[src/rtl/mcu_arbiter.sv]
// ---------------------------------------------------------------------------
// mcu_arbiter
//
// Shares one multi-cycle execute unit (multiply/divide or similar) between two
// pipeline lanes. One operation is in flight at a time; the winner is picked
// round-robin. Operands and function are latched at grant, the unit is
// strobed while BUSY, the result is captured and held for the owning lane
// until it is consumed. A watchdog aborts operations that run too long.
//
// Ports
//   s_clk_i, s_reset_i      clock, synchronous active-high reset
//   s_req_i/flush_i/stall_i per-lane request, flush and stall (bit k = lane k)
//   s_function_i, s_op*_i   per-lane function and operands
//   s_gnt_o                 one-hot acceptance pulse (combinational, IDLE only)
//   s_done_o, s_result_o    result valid (level) for the owner and its value
//   s_err_o                 one-cycle watchdog abort pulse to the owner
//   s_busy_o                arbiter not IDLE
//   s_unit_*_o              compute strobe, latched function/operands, abort
//   s_unit_finished_i/result_i  completion and result from the unit
// ---------------------------------------------------------------------------
module mcu_arbiter #(
   parameter int TIMEOUT = 40,
   parameter int CNT_W   = 8,
   parameter int F_W     = 4
) (
   input  logic                s_clk_i,
   input  logic                s_reset_i,
   input  logic [1:0]          s_req_i,
   input  logic [1:0]          s_flush_i,
   input  logic [1:0]          s_stall_i,
   input  logic [1:0][F_W-1:0] s_function_i,
   input  logic [1:0][31:0]    s_op1_i,
   input  logic [1:0][31:0]    s_op2_i,
   output logic [1:0]          s_gnt_o,
   output logic [1:0]          s_done_o,
   output logic [1:0]          s_err_o,
   output logic [31:0]         s_result_o,
   output logic                s_busy_o,
   output logic                s_unit_compute_o,
   output logic [F_W-1:0]      s_unit_function_o,
   output logic [31:0]         s_unit_op1_o,
   output logic [31:0]         s_unit_op2_o,
   output logic                s_unit_flush_o,
   input  logic                s_unit_finished_i,
   input  logic [31:0]         s_unit_result_i
);

   typedef enum logic [1:0] {
      ST_IDLE = 2'd0,
      ST_BUSY = 2'd1,
      ST_HOLD = 2'd2
   } state_t;

   state_t           r_state;
   state_t           w_state_nxt;
   logic             r_owner;
   logic             r_last;
   logic [CNT_W-1:0] r_cnt;
   logic [F_W-1:0]   r_func;
   logic [31:0]      r_op1;
   logic [31:0]      r_op2;
   logic [31:0]      r_result;

   logic [1:0]       w_elig;
   logic             w_any;
   logic             w_winner;
   logic             w_own_flush;
   logic             w_timeout;
   logic [1:0]       w_gnt;
   logic [1:0]       w_done;
   logic [1:0]       w_err;
   logic             w_unit_flush;

   // Round-robin pick: on a tie the lane that did not win last time goes.
   always_comb begin
      w_elig   = s_req_i & ~s_flush_i;
      w_any    = |w_elig;
      w_winner = (&w_elig) ? ~r_last : w_elig[1];
   end

   assign w_own_flush = s_flush_i[r_owner];
   // Counter is 0 on the first BUSY cycle, so this fires on BUSY cycle TIMEOUT.
   assign w_timeout   = (r_cnt == CNT_W'(TIMEOUT - 1));

   // NOTE: every signal gets a default before the case so no path leaves it
   // unassigned; otherwise synthesis infers a latch.
   always_comb begin
      w_state_nxt  = r_state;
      w_gnt        = 2'b00;
      w_done       = 2'b00;
      w_err        = 2'b00;
      w_unit_flush = 1'b0;
      unique case (r_state)
         ST_IDLE: begin
            if (w_any) begin
               w_gnt[w_winner] = 1'b1;
               w_state_nxt     = ST_BUSY;
            end
         end
         ST_BUSY: begin
            // Owner flush beats completion, completion beats the watchdog.
            if (w_own_flush) begin
               w_unit_flush = 1'b1;
               w_state_nxt  = ST_IDLE;
            end else if (s_unit_finished_i) begin
               w_state_nxt  = ST_HOLD;
            end else if (w_timeout) begin
               w_unit_flush     = 1'b1;
               w_err[r_owner]   = 1'b1;
               w_state_nxt      = ST_IDLE;
            end
         end
         ST_HOLD: begin
            w_done[r_owner] = 1'b1;
            if (w_own_flush || !s_stall_i[r_owner]) begin
               w_state_nxt = ST_IDLE;
            end
         end
         default: w_state_nxt = ST_IDLE;
      endcase
   end

   // NOTE: state and datapath registers use non-blocking assignments so every
   // register samples the pre-edge values regardless of statement order.
   always_ff @(posedge s_clk_i) begin
      if (s_reset_i) begin
         r_state  <= ST_IDLE;
         r_owner  <= 1'b0;
         r_last   <= 1'b1;
         r_cnt    <= '0;
         // NOTE: the latched operands and result are plain registers, not a
         // RAM, so clearing them on reset is cheap and keeps the outputs at 0.
         r_func   <= '0;
         r_op1    <= '0;
         r_op2    <= '0;
         r_result <= '0;
      end else begin
         r_state <= w_state_nxt;
         unique case (r_state)
            ST_IDLE: begin
               if (w_any) begin
                  r_owner <= w_winner;
                  r_last  <= w_winner;
                  r_func  <= s_function_i[w_winner];
                  r_op1   <= s_op1_i[w_winner];
                  r_op2   <= s_op2_i[w_winner];
                  r_cnt   <= '0;
               end
            end
            ST_BUSY: begin
               r_cnt <= r_cnt + CNT_W'(1);
               if (!w_own_flush && s_unit_finished_i) begin
                  r_result <= s_unit_result_i;
               end
            end
            default: ;
         endcase
      end
   end

   // Pulses are masked during reset so an operation cut by reset ends silently.
   assign s_gnt_o           = w_gnt & {2{~s_reset_i}};
   assign s_err_o           = w_err & {2{~s_reset_i}};
   assign s_unit_flush_o    = w_unit_flush & ~s_reset_i;
   assign s_done_o          = w_done;
   assign s_result_o        = (r_state == ST_HOLD) ? r_result : 32'd0;
   assign s_busy_o          = (r_state != ST_IDLE);
   assign s_unit_compute_o  = (r_state == ST_BUSY);
   assign s_unit_function_o = r_func;
   assign s_unit_op1_o      = r_op1;
   assign s_unit_op2_o      = r_op2;

endmodule
[config.mk]
export PLATFORM = sky130hd
export DESIGN_NAME = mcu_arbiter
export DESIGN_NICKNAME = d
export VERILOG_FILES = /design/src/rtl/mcu_arbiter.sv
export SDC_FILE = /design/constraint.sdc
export NUM_CORES = 1
export LEC_CHECK = 0
export BUFFER_PORTS_ARGS = -buffer_cell sky130_fd_sc_hd__buf_2
export CORE_MARGIN = 2
export CORE_UTILIZATION = 40
export DETAILED_ROUTE_END_ITERATION = 6
export MAX_ROUTING_LAYER = met4
export PLACE_DENSITY_LB_ADDON = 0.08
export SLEW_MARGIN = 20
export SYNTH_ARGS = -nofsm -noshare
export SYNTH_HDL_FRONTEND = slang
export SYNTH_SLANG_ARGS = --single-unit
[constraint.sdc]
create_clock -name s_clk_i -period 5.3 [get_ports s_clk_i]
set_input_delay 1.06 -clock s_clk_i [delete_from_list [all_inputs] [get_ports s_clk_i]]
set_output_delay 1.06 -clock s_clk_i [all_outputs]
set_load 0.01 [all_outputs]
Yosys cells after proc, flatten, opt, wreduce, memory -nomap -nowiden

Index checks and enable logic that the tools add are counted.
Widths: inputs -> output; s select.

Flip-flop bits (word level): 112
Input bits: 177
Output and inout bits: 109
Logic and storage cells: 76

Add/sub/neg operators: 1
$lt $le $gt $ge: 4
Equal/unequal tests: 6
Multiplexer cells: 35
Bitwise gates (word level): 7
Reductions and logical operators: 15

Operator list:

| cell                | count |
|---|---|
| $mux 32             | 5 |
| $mux 2              | 12 |
| $pmux 8 s2          | 1 |
| $mux 1              | 11 |
| $add 8x1->8 const B | 1 |
| $eq 8x6->1 const B  | 1 |
| $mux 4              | 2 |
| $mux 8              | 1 |
| $reduce_and 2->1    | 4 |
| $and 2x2->2         | 3 |
| $pmux 2 s3          | 1 |
| $lt 1x2->1 const B  | 2 |
| $ne 2x2->1 const B  | 2 |
| $ne 4x1->1 const B  | 1 |
| $reduce_bool 2->1   | 2 |
| $logic_and 1x1->1   | 3 |
| $reduce_and 3->1    | 1 |
| $demux 1 s1         | 2 |
| $eq 2x1->1 const B  | 1 |
| $eq 2x2->1 const B  | 1 |
| $ge 1x1->1 const B  | 2 |
| $logic_not 1->1     | 2 |
| $logic_not 2->1     | 1 |
| $not 1->1           | 2 |
| other kinds (4)     | 4 |

Depth between registers and ports, before layout

Word-level depth: 11
Gate-level depth with buffers: 7
Depth with buffers taken out: 5

Worst setup path before layout

Ideal clock, no wire load.

Kind: input to output
Start point: in s_reset_i
End point: out s_gnt_o[1]
Arrival: 2.179 ns
Required time: 4.240 ns
Path slack: 2.061 ns
Cell stages on the path: 4
Path buffers: 2
Path through: buf_2 -> or3_4 -> a311oi_4 -> buf_6

Cells in the longest elaborated chain, start to end: 2

RTL lines:

| element     | line | text |
|---|---|---|
| from (decl) | 27   | `input logic s_reset_i,` |
| $not 1->1   | 162  | `assign s_gnt_o = w_gnt & {2{~s_reset_i}};` |
| $and 2x2->2 | 162  |  |
| to (decl)   | 34   | `output logic [1:0] s_gnt_o,` |

Every way passes these cells.

Final worst setup path

Start point: in s_reset_i
End point: out s_err_o[1]

Cells in the longest elaborated chain, start to end: 2

RTL lines:

| element     | line | text |
|---|---|---|
| $not 1->1   | 163  | `assign s_err_o = w_err & {2{~s_reset_i}};` |
| $and 2x2->2 | 163  |  |
| to (decl)   | 36   | `output logic [1:0] s_err_o,` |

Every way passes these cells.

==> run_results.csv <==
group,metric,value,unit
status,outcome,"finished clean",
clock_network,cts_setup_buffers,0,
routing,drc_errors,0,
global_route,antenna_found_initial,0,
floorplan,coreArea,0.0114,mm²
floorplan,start_util,40.9,%
synth,ys_seq_area_share,48.2,%
global_route,grt_usage,21.3,%
setup_path,worst_setup_path_endpoint,"s_err_o[1]",
sta,slew_headroom,44.2,%
synth,synth_cell_types,44,
clock_network,cts_resized,0,
sta,skew,0.00502,ns
sta,fin_setup_tns,0,ns
synth,netlist_area,0.00465,mm²
run,drv_cap,0,
synth,yosysTopAreaCell,"dfxtp_1",
finish,finish.utilization,56.1,%
setup_path,reg2reg_to,"s_unit_op1_o[29]",
synth,syn_nets,665,
clock_network,cts_tree,"built",
synth,syn_inst,487,
finish,n_fill_cell,1117,
setup_path,cp.arrival,2.45,ns
setup_path,r2r-start,"r_state[0]",
clock_network,clockBufferDepth,2,
power_and_ir_drop,ir_drop,0.146,mV
synth,yosys-top-cells-area,"dfxtp_1 (48%), a22o_1 (12%), a21o_1 (11%), nand2_1 (5.5%), and2_1 (4.7%)",
routing,firstDrtPassIters,4,
finish,drive_gt1_share,42.8,%
sta,fmax,285,MHz
setup_path,critPathMaxFanout,42,
setup_path,worstSetupPathType,"input port to output pin",
clock_network,cts_root_buf,"clkbuf_16",
floorplan,die_y,112,µm
power_and_ir_drop,p_per_area,286,mW/mm²
routing,avgRoutedWirePerCell,15.0,µm
sta,hold_viol,0,
finish,regArea,0.00224,mm²
setup_path,cp_common_cell,"buf_2",
synth,ys_async_sr_fraction,0,%
setup_path,r2r_cells,5,
synth,syn_avg_cell_area,9.55,µm²
floorplan,rows,39,
setup_path,slowest_stage,"buf_2",
setup_path,cp-end-kind,"output pin",
clock_network,numCtsBuffers,9,
floorplan,die_area,0.0125,mm²
synth,yosys_warnings,0,
setup_path,worstPathRequired,4.24,ns
finish,area_delta_synth_final,37.1,%
synth,ys_seq_elements,112,
routing,avgViaCountPerCell,5.03,
synth,synth.most_common_cell,"dfxtp_1",
place,port-buffer-count,285,
clock_network,cts.sinks,112,
global_route,grt_overflow_total,0,
global_route,grt_start_max_net_pins,70,
synth,synth_edf_count,0,
sta,rsz0062_at_grt,"no",
clock_network,postCtsHoldBufs,0,
sta,setup_viol,0,
clock_network,htreeDepth,3,
global_route,first_global_vias,4227,
power_and_ir_drop,p_leak,3.62,nW
place,hpwlAfterDp,9810,µm
finish,num_antenna_cells,0,
routing,ant_nets,0,
setup_path,r2r_setup_slack,3.15,ns
finish,final_nets,927,
routing,vias,4513,
synth,yosysTopAreaCellShare,48.2,%
synth,synthTopCellsByCount,"dfxtp_1 (112), a21o_1 (68), nand2_1 (68)",
global_route,grt_pass1_wl,20700,µm
synth,synthFlopType,"dfxtp_1",
sta,period_minus_slack,3.51,ns
routing,wl,13400,µm
sta,fin_crit_sh,66.3,%
clock_network,clkTransAtPathRegs,0.07,ns
place,gp_congestion,0.858,
setup_path,startpoint,"s_reset_i",
floorplan,die_w,112,µm
clock_network,clkLatencyLatePin,0.34,ns
setup_path,slowest_delay,0.36,ns
setup_path,cp-start-kind,"input port",
routing,drtIter0Drc,212,
hold_path,min_path_type,"flop to flop",
setup_path,path_cells,"buf_2 -> inv_1 -> nand2_1 -> or3_1 -> nor3b_1 -> buf_2",
finish,multi_input_area,0.00220,mm²
sta,worst_slew_pin_slew,0.838,ns
floorplan,ios,286,
sta,report.final.slew_viol_count,0,
critical path, delay by kind of cell:
kind                   cells  cell delay (ns)
buffers and inverters      3             0.72
AND/OR/NAND/NOR            3             0.66
metrics by stage:
step | power, mW | cell area, µm² | hold slack, ns | setup WS (ns) | cells
after global routing | 1.91 | 6380 | 0.463 | 1.62 | 897
after detailed placement | 1.20 | 6090 | 0.433 | 1.80 | 881
final | 1.82 | 6380 | 0.445 | 1.79 | 897
after floorplan | 1.07 | 4650 | 0.432 | 2.06 | 487
after CTS | 1.85 | 6370 | 0.450 | 1.79 | 897
after global placement | 1.20 | 6080 | 0.427 | 1.83 | 881
worst min path at each step:
| stage | slack [ns] | startpoint | depth (start not counted) | endpoint |
|---|---|---|---|---|
| floorplan | 0.43 | r_result[0] | 2 | r_result[0] |
| global placement | 0.43 | s_unit_op1_o[29] | 1 | s_unit_op1_o[29] |
| detailed placement | 0.43 | s_unit_op2_o[18] | 1 | s_unit_op2_o[18] |
| CTS | 0.45 | s_unit_op2_o[18] | 1 | s_unit_op2_o[18] |
| global route | 0.46 | s_unit_op1_o[26] | 1 | s_unit_op1_o[26] |
| finish | 0.44 | s_unit_op1_o[4] | 1 | s_unit_op1_o[4] |
layer usage:
layer	global-route usage, %	share of wire [%]	up-vias
li1	-	-	2265
met1	23.8	41	2055
met2	37.0	50	173
met3	4.74	7.2	20
met4	8.48	2.2	0
met5	-	0	-
where the power goes:
part           internal [mW]  switching [mW]  leakage, nW
Combinational          0.132           0.134         2.57
Sequential             0.891          0.0253        0.914
Clock                  0.336           0.305        0.138
Total                   1.36           0.464         3.62
area by class of cell:
class | count | area share [%]
Clock buffer | 11 | 3.81
Clock inverter | 5 | 0.648
Inverter | 6 | 0.353
Multi-Input combinational cell | 332 | 34.5
Sequential cell | 112 | 35.2
Tap cell | 143 | 2.81
Timing Repair Buffer | 288 | 22.7
layout by cell type, fill, tap and decap left out, types with 2 or more instances in the layout:
cell type    n
a22o_1      62
buf_2      285
nand2b_1     3
a31oi_1      2
or4_1        2
nand3_1      5
nor2_1       9
inv_1        5
o211ai_1     2
dfxtp_1    112
nor3_1       2
clkinv_4     2
buf_4        3
clkbuf_16    9
and2_1      35
nand2_1     68
a22o_2       8
a21o_1      68
a21oi_1     35
nor4_1       2
o21ai_0      3
nor3b_1      2
sequential cells by signal, indices dropped and copies added, names as in the netlist:
signal,flops
s_unit_op2_o,32
r_cnt,8
s_unit_function_o,4
r_last,1
r_state,2
s_unit_op1_o,32
r_result,32
r_owner,1
cells by family after synthesis:
kind of cell	count (synthesis)	synth area share, %
AND/OR/NAND/NOR	138	14.6
AO/OA/AOI/OAI	190	31.3
multiplexers	2	0.457
adder cells (fa/ha/maj)	1	0.269
buffers and inverters	43	4.92
XOR/XNOR	1	0.188
flip-flops	112	48.2
No activity file was read; power rests on OpenSTA's default activity.
